**config.mk**
```make
export PLATFORM = sky130hd
export DESIGN_NAME = peripheral_hub
export DESIGN_NICKNAME = d
export VERILOG_FILES = /design/src/rtl/peripheral_hub_pkg.sv /design/src/rtl/peripheral_hub_key_fifo.sv /design/src/rtl/peripheral_hub.sv
export SDC_FILE = /design/constraint.sdc
export NUM_CORES = 1
export LEC_CHECK = 0
export BUFFER_PORTS_ARGS = -buffer_cell sky130_fd_sc_hd__buf_2
export CAP_MARGIN = 5
export CORE_AREA = 2 2 90 92
export DETAILED_ROUTE_END_ITERATION = 6
export DIE_AREA = 0 0 92 94
export GPL_TIMING_DRIVEN = 1
export PLACE_DENSITY = 0.82
export SKIP_LAST_GASP = 1
export SLEW_MARGIN = 10
export SYNTH_ARGS = -nofsm -noshare
export SYNTH_HDL_FRONTEND = slang
export SYNTH_SLANG_ARGS = --single-unit
```
**constraint.sdc**
```tcl
create_clock -name clk -period 3.14 [get_ports clk]
set_input_delay 0.628 -clock clk [delete_from_list [all_inputs] [get_ports clk]]
set_output_delay 0.628 -clock clk [all_outputs]
set_load 0.1 [all_outputs]
```
**src/rtl/peripheral_hub_pkg.sv**
```systemverilog
// Shared register map, bit positions and address decode for the peripheral hub.
package peripheral_hub_pkg;

    localparam int unsigned ADDR_KEY_DATA   = 0;
    localparam int unsigned ADDR_KEY_STATUS = 1;
    localparam int unsigned ADDR_DISP_DATA  = 4;
    localparam int unsigned ADDR_CTRL       = 5;

    localparam int unsigned STAT_COUNT_W    = 8;
    localparam int unsigned STAT_EMPTY_BIT  = 8;
    localparam int unsigned STAT_FULL_BIT   = 9;
    localparam int unsigned STAT_OVF_BIT    = 10;

    localparam int unsigned CTRL_KEY_IRQ_EN_BIT = 0;
    localparam int unsigned CTRL_OVF_IRQ_EN_BIT = 1;
    localparam int unsigned CTRL_W              = 2;

    localparam int unsigned KEY_VALID_BIT = 4;
    localparam int unsigned KEY_CODE_W    = 4;

    typedef enum logic [2:0] {
        SEL_KEY_DATA,
        SEL_KEY_STATUS,
        SEL_DISP_DATA,
        SEL_CTRL,
        SEL_NONE
    } reg_sel_e;

    function automatic reg_sel_e decode_addr(input logic [31:0] addr);
        reg_sel_e sel;
        case (addr)
            32'(ADDR_KEY_DATA):   sel = SEL_KEY_DATA;
            32'(ADDR_KEY_STATUS): sel = SEL_KEY_STATUS;
            32'(ADDR_DISP_DATA):  sel = SEL_DISP_DATA;
            32'(ADDR_CTRL):       sel = SEL_CTRL;
            default:              sel = SEL_NONE;
        endcase
        return sel;
    endfunction

endpackage

```
**src/rtl/peripheral_hub_key_fifo.sv**
```systemverilog
// Key-event FIFO: power-of-two depth, push accepted on full only alongside a pop.
module key_fifo #(
    parameter int unsigned DEPTH = 4,
    parameter int unsigned WIDTH = 4,
    localparam int unsigned PTR_W = (DEPTH > 1) ? $clog2(DEPTH) : 1,
    localparam int unsigned CNT_W = $clog2(DEPTH + 1)
) (
    input  logic             clk,
    input  logic             reset_n,
    input  logic             push,
    input  logic [WIDTH-1:0] push_data,
    input  logic             pop,
    output logic [WIDTH-1:0] head,
    output logic             full,
    output logic             empty,
    output logic [CNT_W-1:0] count
);

    logic [WIDTH-1:0] mem [DEPTH];
    logic [PTR_W-1:0] wr_ptr;
    logic [PTR_W-1:0] rd_ptr;
    logic             do_push;
    logic             do_pop;

    assign full    = (count == CNT_W'(DEPTH));
    assign empty   = (count == '0);
    assign do_pop  = pop && !empty;
    // A full FIFO still takes a push when the same cycle frees a slot.
    assign do_push = push && (!full || do_pop);
    assign head    = mem[rd_ptr];

    always_ff @(posedge clk) begin
        if (!reset_n) begin
            wr_ptr <= '0;
            rd_ptr <= '0;
            count  <= '0;
        end else begin
            if (do_push) wr_ptr <= wr_ptr + PTR_W'(1);
            if (do_pop)  rd_ptr <= rd_ptr + PTR_W'(1);
            case ({do_push, do_pop})
                2'b10:   count <= count + CNT_W'(1);
                2'b01:   count <= count - CNT_W'(1);
                default: count <= count;
            endcase
        end
    end

    always_ff @(posedge clk) begin
        if (do_push) mem[wr_ptr] <= push_data;
    end

endmodule

```
**src/rtl/peripheral_hub.sv**
```systemverilog
// Register-mapped hub joining the keypad scanner FIFO, the display latch and an irq line.
module peripheral_hub
    import peripheral_hub_pkg::*;
#(
    parameter int unsigned DATA_W     = 32,
    parameter int unsigned ADDR_W     = 4,
    parameter int unsigned FIFO_DEPTH = 4
) (
    input  logic              clk,
    input  logic              reset_n,
    input  logic [ADDR_W-1:0] address,
    input  logic [DATA_W-1:0] wdata,
    input  logic              write_enable,
    input  logic              read_enable,
    output logic [DATA_W-1:0] rdata,
    output logic              rvalid,
    input  logic              key_valid,
    input  logic [3:0]        key_code,
    output logic [DATA_W-1:0] disp_data,
    output logic              disp_update,
    output logic              irq
);

    localparam int unsigned CNT_W = $clog2(FIFO_DEPTH + 1);

    // Read handshake: read_enable is a single-cycle request with no backpressure;
    // rvalid answers exactly one cycle later and rdata holds between answers.

    reg_sel_e                sel;
    logic [KEY_CODE_W-1:0]   fifo_head;
    logic                    fifo_full;
    logic                    fifo_empty;
    logic [CNT_W-1:0]        fifo_count;
    logic                    key_pop;
    logic                    pop_fire;
    logic                    ovf_set;
    logic                    ovf_clear;
    logic                    overflow;
    logic [CTRL_W-1:0]       ctrl;
    logic [DATA_W-1:0]       read_word;

    assign sel       = decode_addr(32'(address));
    assign key_pop   = read_enable && (sel == SEL_KEY_DATA);
    assign pop_fire  = key_pop && !fifo_empty;
    assign ovf_set   = key_valid && fifo_full && !pop_fire;
    assign ovf_clear = write_enable && (sel == SEL_KEY_STATUS) && wdata[STAT_OVF_BIT];

    key_fifo #(
        .DEPTH (FIFO_DEPTH),
        .WIDTH (KEY_CODE_W)
    ) u_key_fifo (
        .clk       (clk),
        .reset_n   (reset_n),
        .push      (key_valid),
        .push_data (key_code),
        .pop       (key_pop),
        .head      (fifo_head),
        .full      (fifo_full),
        .empty     (fifo_empty),
        .count     (fifo_count)
    );

    // Read mux sees pre-write state, so a same-cycle write is not reflected.
    always_comb begin
        read_word = '0;
        case (sel)
            SEL_KEY_DATA: begin
                if (!fifo_empty) begin
                    read_word[KEY_VALID_BIT]    = 1'b1;
                    read_word[KEY_CODE_W-1:0]   = fifo_head;
                end
            end
            SEL_KEY_STATUS: begin
                read_word[STAT_COUNT_W-1:0] = STAT_COUNT_W'(fifo_count);
                read_word[STAT_EMPTY_BIT]   = fifo_empty;
                read_word[STAT_FULL_BIT]    = fifo_full;
                read_word[STAT_OVF_BIT]     = overflow;
            end
            SEL_DISP_DATA: read_word = disp_data;
            SEL_CTRL:      read_word[CTRL_W-1:0] = ctrl;
            default:       read_word = '0;
        endcase
    end

    always_ff @(posedge clk) begin
        if (!reset_n) begin
            rdata  <= '0;
            rvalid <= 1'b0;
        end else begin
            rvalid <= read_enable;
            if (read_enable) rdata <= read_word;
        end
    end

    // A new overflow outranks a software clear landing in the same cycle.
    always_ff @(posedge clk) begin
        if (!reset_n) begin
            overflow <= 1'b0;
        end else if (ovf_set) begin
            overflow <= 1'b1;
        end else if (ovf_clear) begin
            overflow <= 1'b0;
        end
    end

    always_ff @(posedge clk) begin
        if (!reset_n) begin
            ctrl        <= '0;
            disp_data   <= '0;
            disp_update <= 1'b0;
        end else begin
            disp_update <= 1'b0;
            if (write_enable && (sel == SEL_CTRL)) begin
                ctrl <= wdata[CTRL_W-1:0];
            end
            if (write_enable && (sel == SEL_DISP_DATA)) begin
                disp_data   <= wdata;
                disp_update <= 1'b1;
            end
        end
    end

    always_ff @(posedge clk) begin
        if (!reset_n) begin
            irq <= 1'b0;
        end else begin
            irq <= (ctrl[CTRL_KEY_IRQ_EN_BIT] && !fifo_empty) ||
                   (ctrl[CTRL_OVF_IRQ_EN_BIT] && overflow);
        end
    end

endmodule

```
# [Word-level counts from Yosys, hierarchy flattened]
# Memory sizes are Yosys's and may differ from the RTL's. A register that Yosys moved wholly into a read port is not among the register bits.
# Index checks and enable logic that the tools add are counted.
[op_classes] n_addsub=4 n_eq_ne=9 muxes=14 reduce_logical=21
[ops] op="$mux 21" n=1
[ops] op="$pmux 3 s4" n=1
[ops] op="$pmux 6 s2" n=1
[ops] op="$logic_and 1x1->1" n=11
[ops] op="$pmux 3 s3" n=1
[ops] op="$eq 4x3->1 const B" n=2
[ops] op="$pmux 2 s4" n=1
[ops] op="$eq 3x2->1 const B" n=2
[ops] op="$logic_not 3->1" n=2
[ops] op="$pmux 3 s2" n=1
[ops] op="$mux 1" n=5
[ops] op="$mux 5" n=1
[ops] op="$add 2x1->2 const B" n=2
[ops] op="$eq 4x1->1 const B" n=1
[ops] op="$logic_not 4->1" n=1
[ops] op="$mux 2" n=2
[ops] op="$reduce_bool 2->1" n=2
[ops] op="$add 3x1->3 const B" n=1
[ops] op="$eq 3x1->1 const B" n=1
[ops] op="$eq 3x3->1 const B" n=1
[ops] op="$logic_not 1->1" n=3
[ops] op="$sub 3x1->3 const B" n=1
[ops] op="$eq 2x1->1 const B" n=1
[ops] op="$eq 2x2->1 const B" n=1
[ops] op="$logic_or 1x1->1" n=2
[word_totals] ff_bits=77 ramBits=16 in_bits=45 out_inout_bits=67 elab_cells=59 memories=1
[memory_table] memory="u_key_fifo.mem" depth=4 word_bits=4 rd=1 rd_clocked_by_memory_dff=1 write_ports=1 line_no="peripheral_hub_key_fifo.sv:19" rtl="logic [WIDTH-1:0] mem [DEPTH];"

# [Longest topological paths before layout]
# Gate-level depths: netlist of run 1.
[logic_depth] depth_word=9 depth_mapped=8 mapped_depth_nobuf=7

# [Hierarchy]
# From an unflattened synthesis of run 1, not the netlist that was laid out.
[unflattened] cells_unflattened=379 hier_area_um2=4103.9
[by_module_without_submodules] mod="peripheral_hub" n_inst=1 cells_each=299 area_per_inst_um2=2975.4
[by_module_without_submodules] mod="key_fifo" n_inst=1 cells_each=80 area_per_inst_um2=1128.6

# [Worst setup path after synthesis of run 1]
# OpenSTA, ideal clock, no wires.
[synth_timing] path_type="input -> register" startpoint="input address[2]" endpoint="register u_key_fifo.count[2]" setup_time_ps=106 arrival_ps=2413 slack_ps=621 path_stages=8 n_path_buf=1 cell_sequence="buf_6 -> or3_4 -> nor3_2 -> nand2_1 -> fa_1 -> a211oi_1 -> a21oi_1 -> o311ai_0"
[synth_via] elab_chain_cells=9 elab_cells_between_ends=14 classes_between="eq/ne (5); mux (2); reduce/logical (7)"
[synth_rtl] item="from (decl)" line_no="peripheral_hub.sv:11" rtl="input logic [ADDR_W-1:0] address,"
[synth_rtl] item="$eq 4x3->1, or another cell as far along" line_no="peripheral_hub_pkg.sv:31" rtl="case (addr)"
[synth_rtl] item="$pmux 3 s4 (*)" line_no="peripheral_hub_pkg.sv:31"
[synth_rtl] item="$logic_not 3->1 (*)" line_no="peripheral_hub.sv:43" rtl="assign key_pop = read_enable && (sel == SEL_KEY_DATA);"
[synth_rtl] item="$logic_and 1x1->1 (*)" line_no="peripheral_hub.sv:43"
[synth_rtl] item="$logic_and 1x1->1 (*)" line_no="peripheral_hub_key_fifo.sv:27" rtl="assign do_pop = pop && !empty;"
[synth_rtl] item="$logic_or 1x1->1" line_no="peripheral_hub_key_fifo.sv:29" rtl="assign do_push = push && (!full || do_pop);"
[synth_rtl] item="$logic_and 1x1->1" line_no="peripheral_hub_key_fifo.sv:29"
[synth_rtl] item="$eq 2x1->1 or $eq 2x2->1 (tied branches)" line_no="peripheral_hub_key_fifo.sv:40" rtl="case ({do_push, do_pop})"
[synth_rtl] item="$pmux 3 s2 or $reduce_bool 2->1 (tied branches)"
[synth_rtl] item="to (signal assigned)" line_no="peripheral_hub_key_fifo.sv:41" rtl="2'b10: count <= count + CNT_W'(1);"
[synth_rtl] item="to (signal assigned)" line_no="peripheral_hub_key_fifo.sv:42" rtl="2'b01: count <= count - CNT_W'(1);"
[synth_rtl] item="to (signal assigned)" line_no="peripheral_hub_key_fifo.sv:43" rtl="default: count <= count;"
[synth_rtl] item="to (decl)" line_no="peripheral_hub_key_fifo.sv:16" rtl="output logic [CNT_W-1:0] count"
# Every way passes the cells marked *; elsewhere a longest branch is shown, timed or not.
# A chain may end at the register's enable or synchronous reset.

# [Worst setup path in the final report of run 1]
# Ends and elaborated chain as after synthesis.

==> impl_metrics.csv, run 1 <==
group,metric,value,unit
yosys,ys_seq_area_frac,0.552,
routing,via_per_inst,5.33,
sta,period_minus_slack,2.45,ns
yosys,synthTopCellsByCount,"nand2_1, dfxtp_1, a21oi_1, nand3_1, clkbuf_1",
flow_run,cap_viol_max_count,0,
yosys,syn-num-nets,461,
worst_setup_path,crit_path_start_kind,"input port",
routing,firstDrtPassIters,5,
grt,track_usage,0.220,
clocking,cts_hold_buf,0,
clocking,post_cts_buffers,0,
routing,wl_per_cell,15.1,um
grt,grt_pass1_wl,14900,um
power_and_ir_drop,total_power,2.31,mW
sta,hold_violations,0,
worst_setup_path,cp_num_buf_inv,1,
worst_setup_path,crit_chain,"buf_2 > or3_4 > nor3_2 > nand2_1 > fa_1 > a211oi_1 > a21oi_1 > o311ai_0",
routing,via_count,3312,
die,rows,32,
cells_and_area,diodes,0,
worst_setup_path,crit_required,3.38,ns
sta,setup_tns,0,ns
worst_setup_path,cp_top_family,"simple AND/OR/NAND/NOR gates",
die,boundaryPins,112,
yosys,synth_cells,411,
yosys,synth_cell_type_count,42,
hold_path,hold_path.class,"reg -> reg",
yosys,synth_top_area_cell,"dfxtp_1",
yosys,syn_area_per_cell,9.09,um2
routing,drtAntennaViolNets,0,
cells_and_area,layout.nets,564,
yosys,syn_area,0.00373,mm2
worst_setup_path,cp_max_fo,10,
die,initial_core_util,0.491,
grt,grt-ovfl-total,0,
power_and_ir_drop,p_leak,1.87,nW
worst_setup_path,slowest_stage,"fa_1",
die,die_w,92,um
sta,rsz0062_at_grt,"no",
sta,fmax,0.409,GHz
worst_setup_path,path_class,"in -> reg",
die,die_h,94,um
grt,grt_max_degree,40,
yosys,synth_edf_count,16,
placement,dp_hpwl,6750,um
placement,place.gp.congestion,0.961,
clocking,clockBufferDepth,2,
worst_setup_path,max_stage_delay,0.41,ns
clocking,cts-resized-gates,0,
yosys,synth_area_leaders,"dfxtp_1, edfxtp_1, nand2_1",
sta,period_share,0.779,
cells_and_area,drive_above_1_share,0.287,
clocking,insertion_delay,0.35,ns
worst_setup_path,critPathCaptureType,"flip-flop",
grt,antenna_found_initial,0,
yosys,async_flop_share,0,
power_and_ir_drop,power_per_cell_area,505,mW/mm2
clocking,cts_sinks,95,
clocking,cts.htree.levels,3,
yosys,synth_top_area_share,0.423,
yosys,yosys_warnings,0,
power_and_ir_drop,peakVddDrop,0.225,mV
sta,slew_headroom,0.572,
sta,slew_violations,0,
clocking,cts_buffers,9,
sta,setup_viol,0,
routing,route.detailed.drc,0,
placement,portBuffers,111,
clocking,cts_root_buf,"clkbuf_8",
die,coreArea,0.00761,mm2
yosys,synthFlopType,"dfxtp_1",
clocking,cts_tree,"built",
cells_and_area,final_util,0.602,
outcome,status,"finished clean",
grt,grt_pass1_vias,3130,
yosys,yosysMostFrequentCell,"nand2_1",
sta,fin_worst_skew,0.00981,ns
clocking,clkTransAtPathRegs,0.09,ns
sta,tightestPinTransition,0.642,ns
routing,drt_iter0_drc,257,
die,die-area,0.00865,mm2
routing,wl,9360,um
yosys,synth-seq-cells,95,
worst_setup_path,arrival,2.69,ns
cells_and_area,syn_to_final_growth,22.7,%
## cell type report
class / instances / area, um2
flip-flops and latches: 95 / 2060
inverters: 7 / 26.3
well taps: 102 / 128
multi-input cells: 280 / 1530
clock buffers: 10 / 149
clock inverters: 6 / 60.1
fillers: 688 / 3020
repair buffers: 121 / 631
## state kept, by name, indices dropped and copies added (netlist names), named ones only
signal             cells
u_key_fifo.rd_ptr      2
ctrl                   2
disp_update            1
overflow               1
u_key_fifo.wr_ptr      2
irq                    1
rdata                 32
disp_data             32
u_key_fifo.count       3
u_key_fifo.mem        16
rvalid                 1
## placed cells by master, fill, tap and decap left out, types with 5 or more instances in the layout
cell / netlist / routed
nor2_1: 14 / 14
dfxtp_1: 79 / 79
mux2i_1: 6 / 6
a21oi_1: 62 / 62
nor3_1: 5 / 5
buf_4: 0 / 10
buf_2: 9 / 111
nand3_1: 24 / 24
nand2_1: 112 / 112
and2_1: 5 / 5
edfxtp_1: 16 / 16
inv_1: 6 / 6
clkbuf_8: 0 / 9
## cells by family after synthesis
kind of cell	count (synthesis)	synth area share
compound gates	82	0.125
xor+xnor	2	0.00469
simple gates	179	0.212
fa+ha+maj	5	0.0188
buf+inv	36	0.0412
flops	95	0.552
mux	12	0.0462
## final timing paths
| kind | endpoint | slack [ns] | from | cells past startpoint |
|---|---|---|---|---|
| setup / recovery | u_key_fifo.count[2] | 0.69 | address[2] | 8 |
| hold / removal | rdata[27] | 0.47 | rdata[27] | 2 |
| setup reg to reg | u_key_fifo.count[2] | 0.87 | u_key_fifo.count[2] | 7 |
| hold reg to reg | rdata[27] | 0.47 | rdata[27] | 2 |
## layer usage
metal | vias to the layer above | share of wire | global-route usage
li1 | 1609 | - | -
met1 | 1541 | 0.40 | 0.259
met2 | 134 | 0.49 | 0.376
met3 | 28 | 0.070 | 0.0449
met4 | 0 | 0.036 | 0.123
met5 | - | 0 | 0
## metrics by stage
| step | hold WS, ns | cells | area [um2] | setup slack (ns) |
|---|---|---|---|---|
| 6_report | 0.465 | 621 | 4580 | 0.695 |
| 5_1_grt | 0.485 | 621 | 4580 | 0.523 |
| 4_1_cts | 0.465 | 621 | 4580 | 0.734 |
| 3_5_place_dp | 0.451 | 605 | 4370 | 0.365 |
| 3_3_place_gp | 0.446 | 605 | 4370 | 0.476 |
| 2_1_floorplan | 0.463 | 411 | 3730 | 0.621 |
## report_power, final
group	switching [mW]	internal [mW]
clock	0.449	0.355
combinational	0.164	0.0646
sequential	0.0168	1.26
total	0.631	1.68
## worst reg2reg max path, delay by kind of cell, from the launching register on
| kind | cells | cell delay (ns) |
|---|---|---|
| flops | 1 | 0.52 |
| simple gates | 3 | 0.62 |
| fa+ha+maj | 1 | 0.41 |
| compound gates | 3 | 0.63 |
Note: power is estimated with default switching activity, not from simulation.
==> run 2, diff against run 1 <==
--- a/config.mk
+++ b/config.mk
@@ -7,11 +7,11 @@
 export LEC_CHECK = 0
 export BUFFER_PORTS_ARGS = -buffer_cell sky130_fd_sc_hd__buf_2
 export CAP_MARGIN = 5
-export CORE_AREA = 2 2 90 92
+export CORE_AREA = 2 2 94 96
 export DETAILED_ROUTE_END_ITERATION = 6
-export DIE_AREA = 0 0 92 94
+export DIE_AREA = 0 0 96 98
 export GPL_TIMING_DRIVEN = 1
-export PLACE_DENSITY = 0.82
+export PLACE_DENSITY = 0.79
 export SKIP_LAST_GASP = 1
 export SLEW_MARGIN = 10
 export SYNTH_ARGS = -nofsm -noshare
==> constraint.sdc (replaced) <==
create_clock -name clk -period 2.1 [get_ports clk]
set_input_delay 0.42 -clock clk [delete_from_list [all_inputs] [get_ports clk]]
set_output_delay 0.42 -clock clk [all_outputs]
set_load 0.1 [all_outputs]
==> impl_metrics.csv, run 2 (synthesis results as in run 1) <==
group,metric,value,unit
outcome,status,"finished clean",
clocking,clockBufferDepth,2,
hold_path,hold_path.class,"in -> reg",
clocking,insertion_delay,0.36,ns
worst_setup_path,critPathCaptureType,"flip-flop",
clocking,cts_root_buf,"clkbuf_8",
clocking,cts.htree.levels,3,
clocking,cts_tree,"built",
routing,firstDrtPassIters,5,
clocking,cts_buffers,9,
cells_and_area,final_cell_area,0.00476,mm2
worst_setup_path,crit_required,2.36,ns
cells_and_area,layout_common_cells,"nand2_1, buf_2, dfxtp_1",
sta,setup_viol,0,
placement,portBuffers,111,
sta,rsz0062_at_grt,"no",
die,coreArea,0.00847,mm2
cells_and_area,top_regs,"disp_data (32), rdata (32), u_key_fifo.mem (16)",
worst_setup_path,cp_max_fo,3,
placement,place_area,0.00454,mm2
cells_and_area,syn_to_final_growth,27.5,%
placement,place.gp.congestion,0.889,
routing,wl_per_cell,14.7,um
sta,fmax,0.550,GHz
clocking,cts_sinks,95,
power_and_ir_drop,swShare,0.248,
cells_and_area,finalNonFillerCells,640,
clocking,cts-resized-gates,0,
sta,period_share,0.865,
die,initial_core_util,0.441,
die,die-area,0.00941,mm2
sta,hold_violations,0,
die,die_w,96,um
cells_and_area,final_common_cell,"nand2_1",
routing,route.detailed.drc,0,
clocking,clkTransAtPathRegs,0.09,ns
worst_setup_path,crit_path_start_kind,"input port",
power_and_ir_drop,seq_power_share,0.532,
sta,fin_worst_skew,0.00998,ns
clocking,post_cts_buffers,0,
clocking,cts_hold_buf,0,
power_and_ir_drop,clockPowerShare,0.363,
power_and_ir_drop,p_leak,1.97,nW
worst_setup_path,path_class,"in -> reg",
routing,via_count,3329,
worst_setup_path,arrival,2.08,ns
cells_and_area,layout.nets,577,
placement,dp.cells,624,
cells_and_area,final_util,0.562,
sta,period_minus_slack,1.82,ns
sta,tightestPinTransition,0.516,ns
cells_and_area,drive_above_1_share,0.308,
routing,drtAntennaViolNets,0,
power_and_ir_drop,power_per_cell_area,755,mW/mm2
flow_run,cap_viol_max_count,0,
placement,dp_hpwl,6750,um
sta,setup_tns,0,ns
sta,slew_headroom,0.655,
grt,antenna_found_initial,0,
routing,via_per_inst,5.20,
die,die_h,98,um
power_and_ir_drop,internal_power,2.70,mW
die,rows,34,
sta,slew_violations,0,
routing,drt_iter0_drc,136,
cells_and_area,nFillCells,787,
placement,dp_slack,-0.0776,ns
grt,grt_max_degree,32,
grt,grt_pass1_wl,14800,um
routing,wl,9420,um
sta,setup_slack,0.283,ns
grt,grt-ovfl-total,0,
worst_setup_path,ff2ff_setup_slack,0.34,ns
cells_and_area,diodes,0,
die,boundaryPins,112,
power_and_ir_drop,p_sw,0.892,mW
power_and_ir_drop,peakVddDrop,0.531,mV
power_and_ir_drop,comb_power_share,0.105,
grt,track_usage,0.202,
grt,grt_pass1_vias,3168,
## run 2: cell types whose count changed in the layout (fill, tap and decap cells not counted), sizes merged
cell      before  now
buf          121  134
bufinv         0    1
clkbuf        10   13
clkinv         2    0
clkinvlp       1    0
inv           10    9
## run 2: layer usage
metal | routed length, um | track usage
met5 | 0 | 0
met4 | 225 | 0.0835
met3 | 597 | 0.0602
met2 | 4690 | 0.340
met1 | 3900 | 0.236
## run 2: power by group through the flow
stage          clock network [mW]  logic (mW)  registers, mW
2_1_floorplan                   0       0.154           2.04
3_3_place_gp                    0       0.369           1.95
3_5_place_dp                    0       0.375           1.95
4_1_cts                      1.34       0.376           1.91
5_1_grt                      1.41       0.407           1.92
6_report                     1.31       0.377           1.91
## run 2: worst max-delay path: stages
cell	delay, ns
buf_2	0.11
or3_4	0.40
nor3_4	0.17
nand2_1	0.10
fa_2	0.39
a211oi_2	0.21
a21oi_1	0.07
o311ai_1	0.21
## run 2: final timing paths
| kind | end | depth (start not counted) | from |
|---|---|---|---|
| min reg2reg | rdata[18] | 2 | rdata[18] |
| max reg2reg | u_key_fifo.count[2] | 7 | u_key_fifo.count[1] |
| min | disp_data[28] | 3 | wdata[28] |
| max | u_key_fifo.count[2] | 8 | address[1] |
## run 2: area by class of cell
type / instances / area (um2) / share of cell area
clock buffer: 13 / 180 / 0.0378
timing repair buffer: 134 / 766 / 0.161
multi-input combinational: 280 / 1550 / 0.325
clock inverter: 3 / 45.0 / 0.00946
inverter: 7 / 26.3 / 0.00552
tap: 108 / 135 / 0.0284
sequential: 95 / 2060 / 0.433
## run 2: stage by stage
stage / hold slack (ns) / power, mW
after floorplan: 0.463 / 2.19
after global placement: 0.446 / 2.32
after detailed placement: 0.449 / 2.33
after CTS: 0.269 / 3.63
after global routing: 0.273 / 3.74
final: 0.285 / 3.59
==> run 3, diff against run 2 <==
--- a/config.mk
+++ b/config.mk
@@ -12,6 +12,7 @@
 export DIE_AREA = 0 0 96 98
 export GPL_TIMING_DRIVEN = 1
 export PLACE_DENSITY = 0.79
+export RECOVER_POWER = 25
 export SKIP_LAST_GASP = 1
 export SLEW_MARGIN = 10
 export SYNTH_ARGS = -nofsm -noshare
==> impl_metrics.csv, run 3 (synthesis results as in run 1) <==
group,metric,value,unit
outcome,status,"finished clean",
routing,firstDrtPassIters,4,
worst_setup_path,crit_path_start_kind,"input port",
power_and_ir_drop,p_leak,1.94,nW
placement,dp.cells,624,
cells_and_area,multi_input_area,0.00155,mm2
routing,via_count,3334,
clocking,cts-resized-gates,0,
sta,hold_violations,0,
power_and_ir_drop,power_per_cell_area,757,mW/mm2
cells_and_area,layout.nets,577,
cells_and_area,top_regs,"disp_data (32), rdata (32), u_key_fifo.mem (16)",
cells_and_area,nFillCells,793,
routing,drtAntennaViolNets,0,
cells_and_area,syn_to_final_growth,26.9,%
power_and_ir_drop,peakVddDrop,0.532,mV
routing,via_per_inst,5.21,
power_and_ir_drop,comb_power_share,0.104,
cells_and_area,finalNonFillerCells,640,
flow_run,cap_viol_max_count,0,
sta,fmax,0.547,GHz
sta,slew_violations,0,
sta,setup_viol,0,
sta,setup_tns,0,ns
placement,portBuffers,111,
routing,wl_per_cell,14.7,um
worst_setup_path,path_class,"in -> reg",
grt,grt_pass1_wl,14800,um
placement,place.gp.congestion,0.889,
sta,period_share,0.871,
power_and_ir_drop,clockPowerShare,0.364,
clocking,post_cts_buffers,0,
clocking,cts_hold_buf,0,
sta,fin_worst_skew,0.0108,ns
die,boundaryPins,112,
sta,tightestPinTransition,0.664,ns
sta,slew_headroom,0.558,
grt,grt_max_degree,32,
cells_and_area,drive_above_1_share,0.293,
die,coreArea,0.00847,mm2
cells_and_area,final_common_cell,"nand2_1",
die,die-area,0.00941,mm2
power_and_ir_drop,internal_power,2.70,mW
power_and_ir_drop,p_sw,0.891,mW
clocking,clkTransAtPathRegs,0.09,ns
clocking,clockBufferDepth,2,
clocking,cts_tree,"built",
grt,grt_pass1_vias,3168,
clocking,cts.htree.levels,3,
grt,grt-ovfl-total,0,
placement,dp_hpwl,6750,um
clocking,cts_sinks,95,
die,rows,34,
cells_and_area,layout_common_cells,"nand2_1, buf_2, dfxtp_1",
clocking,cts_root_buf,"clkbuf_8",
die,die_w,96,um
routing,wl,9440,um
power_and_ir_drop,total_power,3.59,mW
worst_setup_path,crit_required,2.36,ns
hold_path,hold_path.class,"in -> reg",
worst_setup_path,cp_max_fo,3,
clocking,insertion_delay,0.35,ns
cells_and_area,diodes,0,
sta,period_minus_slack,1.83,ns
worst_setup_path,critPathCaptureType,"flip-flop",
clocking,cts_buffers,9,
routing,route.detailed.drc,0,
grt,antenna_found_initial,0,
grt,track_usage,0.202,
worst_setup_path,arrival,2.08,ns
die,initial_core_util,0.441,
sta,rsz0062_at_grt,"no",
die,die_h,98,um
cells_and_area,regArea,0.00206,mm2
routing,drt_iter0_drc,171,
power_and_ir_drop,seq_power_share,0.533,
power_and_ir_drop,swShare,0.248,
[run 3: area by class of cell]
class,count,share of cell area
multi-input cells,280,0.326
well taps,108,0.0285
repair buffers,134,0.157
flip-flops and latches,95,0.435
clock inverters,3,0.00951
clock buffers,13,0.0380
inverters,7,0.00555
[run 3: path summary, 6_finish.rpt]
path | startpoint | end | slack [ns] | cells after the start
min reg2reg | rdata[18] | rdata[18] | 0.46 | 2
max reg2reg | u_key_fifo.count[1] | u_key_fifo.count[2] | 0.33 | 7
min | wdata[28] | disp_data[28] | 0.29 | 3
max | address[1] | u_key_fifo.count[2] | 0.27 | 8
[run 3: layer usage]
| layer | part of all wire | GRT usage |
|---|---|---|
| met1 | 0.41 | 0.236 |
| met2 | 0.50 | 0.340 |
| met3 | 0.066 | 0.0602 |
| met4 | 0.021 | 0.0835 |
| met5 | 0 | 0 |
[run 3: stage by stage]
step	util	setup WS, ns	instance area, um2	hold slack (ns)
after floorplan	-	-0.0279	3760	0.463
after global placement	0.536	-0.0352	4540	0.446
after detailed placement	0.536	-0.0776	4540	0.449
after CTS	0.562	0.305	4760	0.269
after global routing	0.560	0.138	4740	0.280
final	0.560	0.271	4740	0.291
[run 3: power by group through the flow]
| stage | logic [mW] | clock network, mW | registers, mW |
|---|---|---|---|
| 2_1_floorplan | 0.154 | 0 | 2.04 |
| 6_report | 0.372 | 1.30 | 1.91 |
| 5_1_grt | 0.403 | 1.41 | 1.92 |
| 3_3_place_gp | 0.369 | 0 | 1.95 |
| 3_5_place_dp | 0.375 | 0 | 1.95 |
| 4_1_cts | 0.376 | 1.34 | 1.91 |
[run 3: critical path: stages]
cell and delay, ns:
buf_2 0.11, or3_4 0.40, nor3_4 0.17, nand2_1 0.10
fa_2 0.40, a211oi_2 0.21, a21oi_1 0.07, o311ai_1 0.21
